File: config.mk
export PLATFORM = sky130hd
export DESIGN_NAME = tpu_result_drain
export DESIGN_NICKNAME = d
export VERILOG_FILES = /design/src/rtl/tpu_pkg.sv /design/src/rtl/tpu_requant.sv /design/src/rtl/tpu_result_drain.sv
export SDC_FILE = /design/constraint.sdc
export NUM_CORES = 1
export LEC_CHECK = 0
export ABC_AREA = 1
export CAP_MARGIN = 20
export CORE_ASPECT_RATIO = 1.75
export CORE_UTILIZATION = 52
export DETAILED_ROUTE_END_ITERATION = 10
export PLACE_DENSITY = 0.81
export SKIP_CTS_REPAIR_TIMING = 1
export SLEW_MARGIN = 40
export SYNTH_ARGS = -nofsm -noshare
export SYNTH_HDL_FRONTEND = slang
export SYNTH_SLANG_ARGS = --single-unit
File: constraint.sdc
create_clock -name clk -period 2.45 [get_ports clk]
set_input_delay 0.735 -clock clk [delete_from_list [all_inputs] [get_ports clk]]
set_output_delay 0.735 -clock clk [all_outputs]
set_load 0.02 [all_outputs]
File: src/rtl/tpu_pkg.sv
// rtl/tpu_pkg.sv - shared TPU widths, result-drain state encoding and element offset helper
package tpu_pkg;

    localparam int TPU_N     = 2;
    localparam int TPU_W     = 8;
    // Products of two TPU_W operands plus carry headroom for the accumulation chain.
    localparam int TPU_ACC_W = 2 * TPU_W + 4;
    localparam int TPU_OUT_W = 8;

    typedef enum logic {
        RD_IDLE   = 1'b0,
        RD_STREAM = 1'b1
    } rd_state_e;

    function automatic int elem_offset(input int row, input int col, input int n);
        return row * n + col;
    endfunction

endpackage

File: src/rtl/tpu_requant.sv
// rtl/tpu_requant.sv - arithmetic right shift then saturate (TPU_RESULT_SAT_EN) or wrap to OUT_W bits
module tpu_requant import tpu_pkg::*; #(
    parameter int ACC_W = TPU_ACC_W,
    parameter int OUT_W = TPU_OUT_W
) (
    input  logic [ACC_W-1:0] x,
    input  logic [4:0]       shift,
    output logic [OUT_W-1:0] y,
    output logic             sat
);

    logic signed [ACC_W-1:0] shifted;

    always_comb begin
        if (32'(shift) >= ACC_W) begin
            shifted = {ACC_W{x[ACC_W-1]}};
        end else begin
            shifted = $signed(x) >>> shift;
        end
    end

`ifdef TPU_RESULT_SAT_EN
    // Value fits in OUT_W bits only if every bit from OUT_W-1 upward matches the sign.
    logic [ACC_W-OUT_W:0] hi;
    assign hi = shifted[ACC_W-1:OUT_W-1];

    always_comb begin
        sat = !((&hi) || !(|hi));
        if (!sat) begin
            y = shifted[OUT_W-1:0];
        end else if (shifted[ACC_W-1]) begin
            y = {1'b1, {(OUT_W-1){1'b0}}};
        end else begin
            y = {1'b0, {(OUT_W-1){1'b1}}};
        end
    end
`else
    logic unused_hi;
    assign unused_hi = ^shifted;
    assign y   = shifted[OUT_W-1:0];
    assign sat = 1'b0;
`endif

endmodule

File: src/rtl/tpu_result_drain.sv
// rtl/tpu_result_drain.sv - captures the accumulator matrix and streams requantized elements row-major; TPU_RESULT_SAT_EN selects saturation
module tpu_result_drain import tpu_pkg::*; #(
    parameter int N     = TPU_N,
    parameter int ACC_W = TPU_ACC_W,
    parameter int OUT_W = TPU_OUT_W,
    parameter int IDX_W = (N * N > 1) ? $clog2(N * N) : 1
) (
    input  logic                   clk,
    input  logic                   rst_n,
    input  logic                   c_valid,
    input  logic [N*N*ACC_W-1:0]   C_flat,
    input  logic [4:0]             cfg_shift,
    output logic                   out_valid,
    input  logic                   out_ready,
    output logic [OUT_W-1:0]       out_data,
    output logic [IDX_W-1:0]       out_idx,
    output logic                   out_last,
    output logic                   out_sat,
    output logic                   busy,
    output logic                   overrun
);

    localparam int               NE       = N * N;
    localparam logic [IDX_W-1:0] LAST_IDX = IDX_W'(NE - 1);

    rd_state_e           state;
    rd_state_e           state_nxt;
    logic [NE*ACC_W-1:0] mat;
    logic [4:0]          shift_q;
    logic [IDX_W-1:0]    idx;
    logic                overrun_q;

    logic                streaming;
    logic                handshake;
    logic                final_beat;
    logic                capture;
    logic [ACC_W-1:0]    elem [NE];
    logic [OUT_W-1:0]    rq_data;
    logic                rq_sat;

    assign streaming  = (state == RD_STREAM);
    assign handshake  = streaming && out_ready;
    assign final_beat = handshake && (idx == LAST_IDX);
    // A new matrix is taken when idle, or seamlessly on the last beat of the current one.
    assign capture    = c_valid && (!streaming || final_beat);

    for (genvar r = 0; r < N; r++) begin : g_row
        for (genvar c = 0; c < N; c++) begin : g_col
            assign elem[elem_offset(r, c, N)] = mat[elem_offset(r, c, N)*ACC_W +: ACC_W];
        end
    end

    tpu_requant #(
        .ACC_W (ACC_W),
        .OUT_W (OUT_W)
    ) u_requant (
        .x     (elem[idx]),
        .shift (shift_q),
        .y     (rq_data),
        .sat   (rq_sat)
    );

    always_ff @(posedge clk or negedge rst_n) begin
        if (!rst_n) begin
            state <= RD_IDLE;
        end else begin
            state <= state_nxt;
        end
    end

    always_comb begin
        state_nxt = state;
        case (state)
            RD_IDLE: begin
                if (c_valid) state_nxt = RD_STREAM;
            end
            RD_STREAM: begin
                if (final_beat && !c_valid) state_nxt = RD_IDLE;
            end
            default: state_nxt = RD_IDLE;
        endcase
    end

    always_ff @(posedge clk or negedge rst_n) begin
        if (!rst_n) begin
            mat       <= '0;
            shift_q   <= '0;
            idx       <= '0;
            overrun_q <= 1'b0;
        end else begin
            overrun_q <= c_valid && streaming && !final_beat;
            if (capture) begin
                mat     <= C_flat;
                shift_q <= cfg_shift;
                idx     <= '0;
            end else if (handshake) begin
                idx <= final_beat ? '0 : idx + IDX_W'(1);
            end
        end
    end

    always_comb begin
        out_valid = streaming;
        busy      = streaming;
        out_data  = streaming ? rq_data : '0;
        out_idx   = streaming ? idx : '0;
        out_last  = streaming && (idx == LAST_IDX);
        out_sat   = streaming && rq_sat;
        overrun   = overrun_q;
    end

endmodule

---- Yosys cells after proc, flatten, opt, wreduce, memory -nomap -nowiden ----
Index checks and enable logic that the tools add are counted.
Widths: inputs -> output; s select.
storage, ports and cells
  register bits ........................... 89
  input port bits ......................... 89
  output and inout bits ................... 15
  word-level logic and storage cells ...... 36
cells by class
  add/sub/neg operators ................... 1
  $lt $le $gt $ge ......................... 2
  equality and inequality tests ........... 1
  shifts and indexed selects .............. 1
  mux-type cells .......................... 12
  bitwise gates (word level) .............. 2
  reduce and logical (&&, ||, !) cells .... 12
operators with widths
  operator             count
  $bmux 20 s2          1
  $mux 20              2
  $sshr 20x5->8        1
  $mux 8               2
  $mux 2               4
  $logic_and 1x1->1    7
  $ge 5x5->1 const B   1
  $ge 3x3->1 const B   1
  $logic_not 1->1      3
  $not 2->3            1
  $add 2x1->2 const B  1
  $eq 2x2->1 const B   1
  $mux 1               2
  $pmux 1 s2           1
  $reduce_bool 2->1    1
  $logic_or 1x1->1     1
  $not 1->1            1

---- Depth between registers and ports, before layout ----
Gate-level depths: netlist (run 1).
  depth in word-level cells ............... 7
  mapped depth ............................ 15
  gate-level depth less buffers ........... 13

---- Modules after synthesis ----
From an unflattened synthesis (run 1), not the netlist that was laid out.
second synthesis, totals
  cell total of the unflattened synthesis .. 800
  area total of the unflattened synthesis .. 5,360.1 um^2
by module, submodules not included
  module            times used  cells each  area each (um^2)  seq. area each (um^2)
  tpu_result_drain  1           611         4,433.0           2,227.1
  tpu_requant       1           189         927.1             0.0

---- Least setup slack after synthesis (run 1) ----
OpenSTA, ideal clock, no wires.
  path kind ............................... register to output
  from .................................... register idx[0]
  to ...................................... output out_data[3]
  data arrival time ....................... 1.609 ns
  required time ........................... 1.715 ns
  path slack .............................. 0.106 ns
  cell stages (with the launch flop) ...... 14
  buffers on the path ..................... 2
  cell sequence ........................... dfrtp_1 buf_6 inv_8 buf_6 nand2_1 nand3_1 nand3_1 nand3_1 nand2_1 nand2_1 nand3_1 nand2_1 nand2_1 a21oi_1
on the way
  word-level cells in the longest chain between the ends .. 7
ends and longest elaborated chain
  item                                          line                     RTL
  start: declaration                            tpu_result_drain.sv:30   logic [IDX_W-1:0] idx;
  start signal: assignment                      tpu_result_drain.sv:97   idx <= final_beat ? '0 : idx + IDX_W'(1);
  $not 2->3 (not written as such) *             tpu_result_drain.sv:57   .x (elem[idx]),
  $bmux 20 s2 *                                 tpu_result_drain.sv:57
  $mux 20 (not written as such) * (2 in a row)  tpu_result_drain.sv:57
  $sshr 20x5->8                                 tpu_requant.sv:18        shifted = $signed(x) >>> shift;
  $mux 8 *                                      tpu_requant.sv:15        if (32'(shift) >= ACC_W) begin
  $mux 8 *                                      tpu_result_drain.sv:105  out_data = streaming ? rq_data : '0;
  end: declaration                              tpu_result_drain.sv:15   output logic [OUT_W-1:0] out_data,
Every way passes the cells marked *; elsewhere a longest branch is shown, timed or not. The select of a mux whose other input is x is not followed.

---- Final worst setup path (run 1) ----
  from .................................... register idx[0]
  to ...................................... output out_data[5]
The elaborated chain is that of the path after synthesis.

==> results of run 1 <==
==> cells in the mapped netlist (all sizes together) <==
library cell / instances / area [um^2]
nand2: 407 / 1528
nand3: 122 / 645.6
dfrtp: 89 / 2227
buf: 34 / 232.7
inv: 27 / 108.9
a21oi: 10 / 50.05
clkbuf: 10 / 37.54
o21ai: 9 / 45.04
nor2: 6 / 25.03
clkinv: 2 / 7.510
nor3: 2 / 10.01
a21boi: 1 / 7.510
a31oi: 1 / 6.260
conb: 1 / 3.750
ha: 1 / 12.51
o22ai: 1 / 6.260
==> logic make-up (layout without fill, tap and decap cells) <==
family	Yosys count	after routing
flops	89	89
buf+inv	73	195
fa+ha+maj	1	1
simple gates	537	537
compound gates	22	22
other cells	1	1
==> metal layers <==
layer | share of wire, % | vias to the layer above | wire length, um
li1 | - | 2501 | -
met1 | 37 | 2546 | 5955
met2 | 53 | 231 | 8672
met3 | 5.2 | 43 | 849
met4 | 4.6 | 0 | 754
met5 | 0 | - | 0
==> registers in the layout (all words and copies together) (netlist names) <==
name and cells:
busy 1, overrun 1, shift_q 5, mat 80, idx 2
==> report_power, final <==
group / switching, W / internal, W / leakage, nW
Sequential: 0.000500 / 0.00214 / 1.11
Clock: 0.000595 / 0.000801 / 0.138
Combinational: 0.00354 / 0.00240 / 2.31
Total: 0.00464 / 0.00535 / 3.55
==> cell type report <==
type                       instances  area (um^2)
timing repair buffer             148         1500
sequential                        89         2230
multi-input combinational        561         2556
timing repair inverter             2        32.53
inverter                          29        121.4
fill                             720         2263
clock buffer                      11        232.7
tap                              120        150.1
clock inverter                     5        65.06
==> stage by stage <==
stage	power, W	setup WS, ps	hold WS [ps]	cells
after floorplan	0.005930	106.3	439.4	723
after global placement	0.007792	-605.2	463.4	946
after detailed placement	0.007902	-636.1	465.2	946
after CTS	0.009342	-1011	335.1	962
after global routing	0.01073	-547.4	359.4	965
final	0.009985	-427.7	331.8	965
==> layout by cell type (no fill, tap or decap), types with 10 or more instances in the layout <==
cell / count
nand2_1: 398
clkdlybuf4s50_1: 91
dfrtp_1: 87
nand3_1: 83
buf_4: 40
nand3_2: 39
inv_1: 23
clkbuf_16: 10
==> worst paths after layout <==
path,startpoint,endpoint,slack (ps)
max in group asynchronous,rst_n,mat[4],1470
min in group clk,mat[27],mat[27],490
worst min-delay path,rst_n,mat[16],330
worst max-delay path,idx[0],out_data[5],-430
worst max register to register,idx[0],mat[40],360
worst min register to register,mat[27],mat[27],490
==> flow_summary.json, run 1 <==
{
  "cellLeakagePower_nw": 3.550,
  "initial_core_util_pct": 54.13,
  "period_share_pct": 117.5,
  "antenna_found_initial": 0,
  "cp.buffers_inverters": 3,
  "synth_compound_area_share_pct": 2.324,
  "synthAdderAreaFrac_pct": 0.2526,
  "die_w_um": 75.78,
  "peakVddDrop_v": 0.0007922,
  "critPathTopFamily": "simple AND/OR/NAND/NOR gates",
  "cts_inserted_buffers": 9,
  "drv_cap": 0,
  "ys_types": 24,
  "synth_warnings": 0,
  "use_met1_pct": 36.79,
  "fmax_mhz": 347.5,
  "min_path_type": "input port to async pin",
  "clock_path_buffers": 2,
  "clkSinkCount": 89,
  "placed_area_um2": 6280,
  "post-route-util_pct": 75.27,
  "crit_path_start_kind": "register",
  "htree_levels": 3,
  "tightest_slew_ps": 506.4,
  "drt_wl_total_mm": 16.23,
  "cp_slowest_cell": "dfrtp_2",
  "insertion_delay_ps": 340,
  "worstPathCellList": "buf_12, clkbuf_16, nand2_1, nand3_2, nand3_2, nand3_1, nand2_1, nand2_1, nand3_1, nand2_1, nand2_1, a21oi_1, buf_4",
  "grt_start_max_net_pins": 73,
  "grt_util_all_layers_pct": 33.32,
  "arrival_ps": 2140,
  "grt_pass1_wl_mm": 24.72,
  "synth_top_family_by_area": "simple AND/OR/NAND/NOR gates",
  "slowest_delay_ps": 420,
  "critical_path_class": "register to output port",
  "syn_nets": 813,
  "grt_use_met2_pct": 58.85,
  "drtAntennaViolNets": 0,
  "violations": "setup timing",
  "path_clk_slew_ps": 60,
  "nets": 930,
  "tns_ps": -3235,
  "dieArea_um2": 9936,
  "p_per_area_nw_per_um2": 1450,
  "io_buffers": 102,
  "fin_skew_ps": 5.625,
  "slew_violations": 0,
  "die_h_um": 131.1,
  "crit_top_cell": "nand2_1",
  "synth_area_um2": 4954,
  "dr.pass1.iters": 7,
  "finalCriticalPeriod_ps": 2878,
  "synth-xor-area-share_pct": 0,
  "fin_area_um2": 6888,
  "synth_mux_area_share_pct": 0,
  "finalHoldViolCount": 0,
  "grt_pass1_vias": 5238,
  "crit_fanout": 6,
  "slew-limit-headroom_pct": 66.20,
  "crit_required_ps": 1710,
  "insertedDiodeCount": 0,
  "busiest_layer": "met2",
  "r2r_cells": 11,
  "critical_path_depth": 13,
  "use_met3_pct": 5.061,
  "synth_seq_area_share_pct": 44.96,
  "place.gp.congestion": 0.8668,
  "setup_viol": 8,
  "syn_avg_cell_area_um2": 6.851,
  "synth_seq_cells": 89,
  "coreArea_um2": 9151,
  "yosys.area_share.simple_pct": 44.58,
  "status": "complete, but fails checks",
  "drive_above_1_share_pct": 15.86,
  "rsz0062_at_grt": "true",
  "setup_ws_ps": -427.7,
  "post-route-drc-count": 0,
  "dpl.hpwl_mm": 11.44,
  "cts_tree": "yes",
  "wire_per_inst_um": 16.82,
  "ios": 104,
  "netlist_instances": 723,
  "routed_via_density": 5.514,
  "cts_root_buffer": "clkbuf_16",
  "drtIter0Drc": 358,
  "placementRows": 46,
  "via_count": 5321,
  "overflow": 0,
  "area_growth_pct": 39.05,
  "cp-end-kind": "output port"
}
(Power assumes the default switching activity.)
==> run 2, diff against run 1 <==
--- a/config.mk
+++ b/config.mk
@@ -10,6 +10,7 @@
 export CORE_ASPECT_RATIO = 1.75
 export CORE_UTILIZATION = 52
 export DETAILED_ROUTE_END_ITERATION = 10
+export HOLD_SLACK_MARGIN = 0.1
 export PLACE_DENSITY = 0.81
 export SKIP_CTS_REPAIR_TIMING = 1
 export SLEW_MARGIN = 40
==> results of run 2 <==
No change in the layout: final DEF, timing and power equal those of run 1.
==> run 3, diff against run 2 <==
--- a/config.mk
+++ b/config.mk
@@ -6,12 +6,12 @@
 export NUM_CORES = 1
 export LEC_CHECK = 0
 export ABC_AREA = 1
-export CAP_MARGIN = 20
 export CORE_ASPECT_RATIO = 1.75
 export CORE_UTILIZATION = 52
 export DETAILED_ROUTE_END_ITERATION = 10
 export HOLD_SLACK_MARGIN = 0.1
 export PLACE_DENSITY = 0.81
+export SETUP_SLACK_MARGIN = 0.4
 export SKIP_CTS_REPAIR_TIMING = 1
 export SLEW_MARGIN = 40
 export SYNTH_ARGS = -nofsm -noshare
==> run 3 against run 2 <==
  * The run still ends with setup timing left
  * Cell count rose by 1.1%
  * Wire length increased by 14%
  * Worst setup slack lost 160 ps
  * Global-route usage shrank 0.62 points
  * Critical path type unchanged
==> flow_summary.json, run 3 (synthesized netlist as in run 1, its figures left out) <==
{
  "drt_wl_total_mm": 18.49,
  "io_buffers": 102,
  "period_share_pct": 124.0,
  "routed_via_density": 5.821,
  "slew-limit-headroom_pct": 53.81,
  "n_fill_cell": 564,
  "cp-end-kind": "output port",
  "cts_inserted_buffers": 9,
  "cellLeakagePower_nw": 3.803,
  "wire_per_inst_um": 18.95,
  "area_growth_pct": 53.55,
  "drtIter0Drc": 484,
  "layout_commonest_cell": "nand2_1",
  "drv_cap": 0,
  "ios": 104,
  "grt_start_max_net_pins": 66,
  "overflow": 0,
  "finalCriticalPeriod_ps": 3038,
  "final_cell_mix": "nand2_1 (346), dfrtp_1 (88), clkdlybuf4s50_1 (88)",
  "dr.pass1.iters": 6,
  "min_path_type": "input port to async pin",
  "setup_viol": 8,
  "multi_input_area_um2": 3049,
  "largest_reg_flops": 80,
  "drive_above_1_share_pct": 29.91,
  "antenna_found_initial": 0,
  "seq_area_um2": 2231,
  "grt_pass1_vias": 5209,
  "reg2reg_slack_ps": 390,
  "via_count": 5681,
  "status": "complete, but fails checks",
  "grt_pass1_wl_mm": 24.28,
  "grt_util_all_layers_pct": 32.70,
  "violations": "setup timing",
  "dp_slack_ps": -624.6,
  "regMostFlops": "mat",
  "dpl.hpwl_mm": 11.05,
  "critical_path_class": "register to output port",
  "p_per_area_nw_per_um2": 1531,
  "clkSinkCount": 89,
  "placementRows": 46,
  "rsz0062_at_grt": "true",
  "cp_slowest_cell": "dfrtp_4",
  "slew_violations": 0,
  "fin_skew_ps": 7.090,
  "dieArea_um2": 9936,
  "clock_path_buffers": 2,
  "initial_core_util_pct": 54.13,
  "cts_tree": "yes",
  "finalHoldViolCount": 0,
  "htree_levels": 3,
  "setup_ws_ps": -588.0,
  "place.gp.congestion": 0.8946,
  "peakVddDrop_v": 0.0008819,
  "crit_required_ps": 1710,
  "post-route-drc-count": 0,
  "die_w_um": 75.78,
  "die_h_um": 131.1,
  "crit_fanout": 7,
  "arrival_ps": 2300,
  "p_total_w": 0.01165,
  "drtAntennaViolNets": 0,
  "crit_path_start_kind": "register",
  "coreArea_um2": 9151,
  "cts_root_buffer": "clkbuf_16",
  "tightest_slew_ps": 692.1,
  "path_clk_slew_ps": 70,
  "slowest_delay_ps": 510,
  "nets": 943,
  "top_regs": "mat (80), shift_q (5), idx (2)",
  "fmax_mhz": 329.2,
  "insertion_delay_ps": 340,
  "insertedDiodeCount": 0,
  "worstPathCellList": "buf_12, buf_8, nand2_1, nand3_2, nand3_2, nand3_2, nand2_2, nand2_1, nand3_1, nand2_1, nand2_2, a21oi_4, buf_6"
}
[run 3: cell types whose count changed in the layout (fill, tap and decap cells not counted), moves of 6 or more]
cell     before  now
nand2_1     398  346
nand3_2      39   77
nand3_4       0    7
a21oi_4       0    6
nand3_1      83   38
nand2_2       9   57
buf_6         5   13
[run 3: routing by layer]
metal,up-vias,part of all wire (%),global-route usage (%)
met1,2741,35,37.17
met5,-,0,0
met3,92,6.7,6.595
met2,323,51,55.31
met4,0,7.8,17.18
li1,2525,-,-
[run 3: through the flow]
step	cells	setup TNS, ps	hold WS [ps]	instance area (um^2)	utilization (%)
floorplan	723	0	439.4	5031	-
global placement	948	-4468	466.9	6360	69.50
detailed placement	948	-4657	465.7	6360	69.50
CTS	962	-8206	325.3	6666	72.85
global route	976	-5154	338.3	7606	83.11
finish	976	-4356	312.1	7606	83.11
[run 3: worst paths after layout]
path / startpoint / endpoint / cells past startpoint
max: idx[0] / out_data[4] / 13
min: rst_n / mat[16] / 1
max reg2reg: idx[0] / mat[60] / 9
min reg2reg: mat[78] / mat[78] / 2
max in group asynchronous: rst_n / shift_q[0] / 2
min in group clk: mat[78] / mat[78] / 2
[run 3: cell type report]
cell class	instances	share of cell area [%]
timing repair buffer	157	21.93
tap	120	1.974
clock buffer	9	2.961
multi-input combinational	561	40.09
inverter	29	1.596
sequential	89	29.33
clock inverter	5	1.069
timing repair inverter	6	1.053
[run 3: critical path, delay by kind of cell, from the launching register on]
kind / cells / cell delay (ps)
buffers and inverters: 3 / 480
DFF: 1 / 510
AOI/OAI and AO/OA: 1 / 60
and+or+nand+nor: 9 / 910
[run 3: power by group]
group	switching (W)	internal (W)	total, W
Clock	0.000578	0.000884	0.00146
Combinational	0.00452	0.00301	0.00754
Sequential	0.000501	0.00215	0.00265
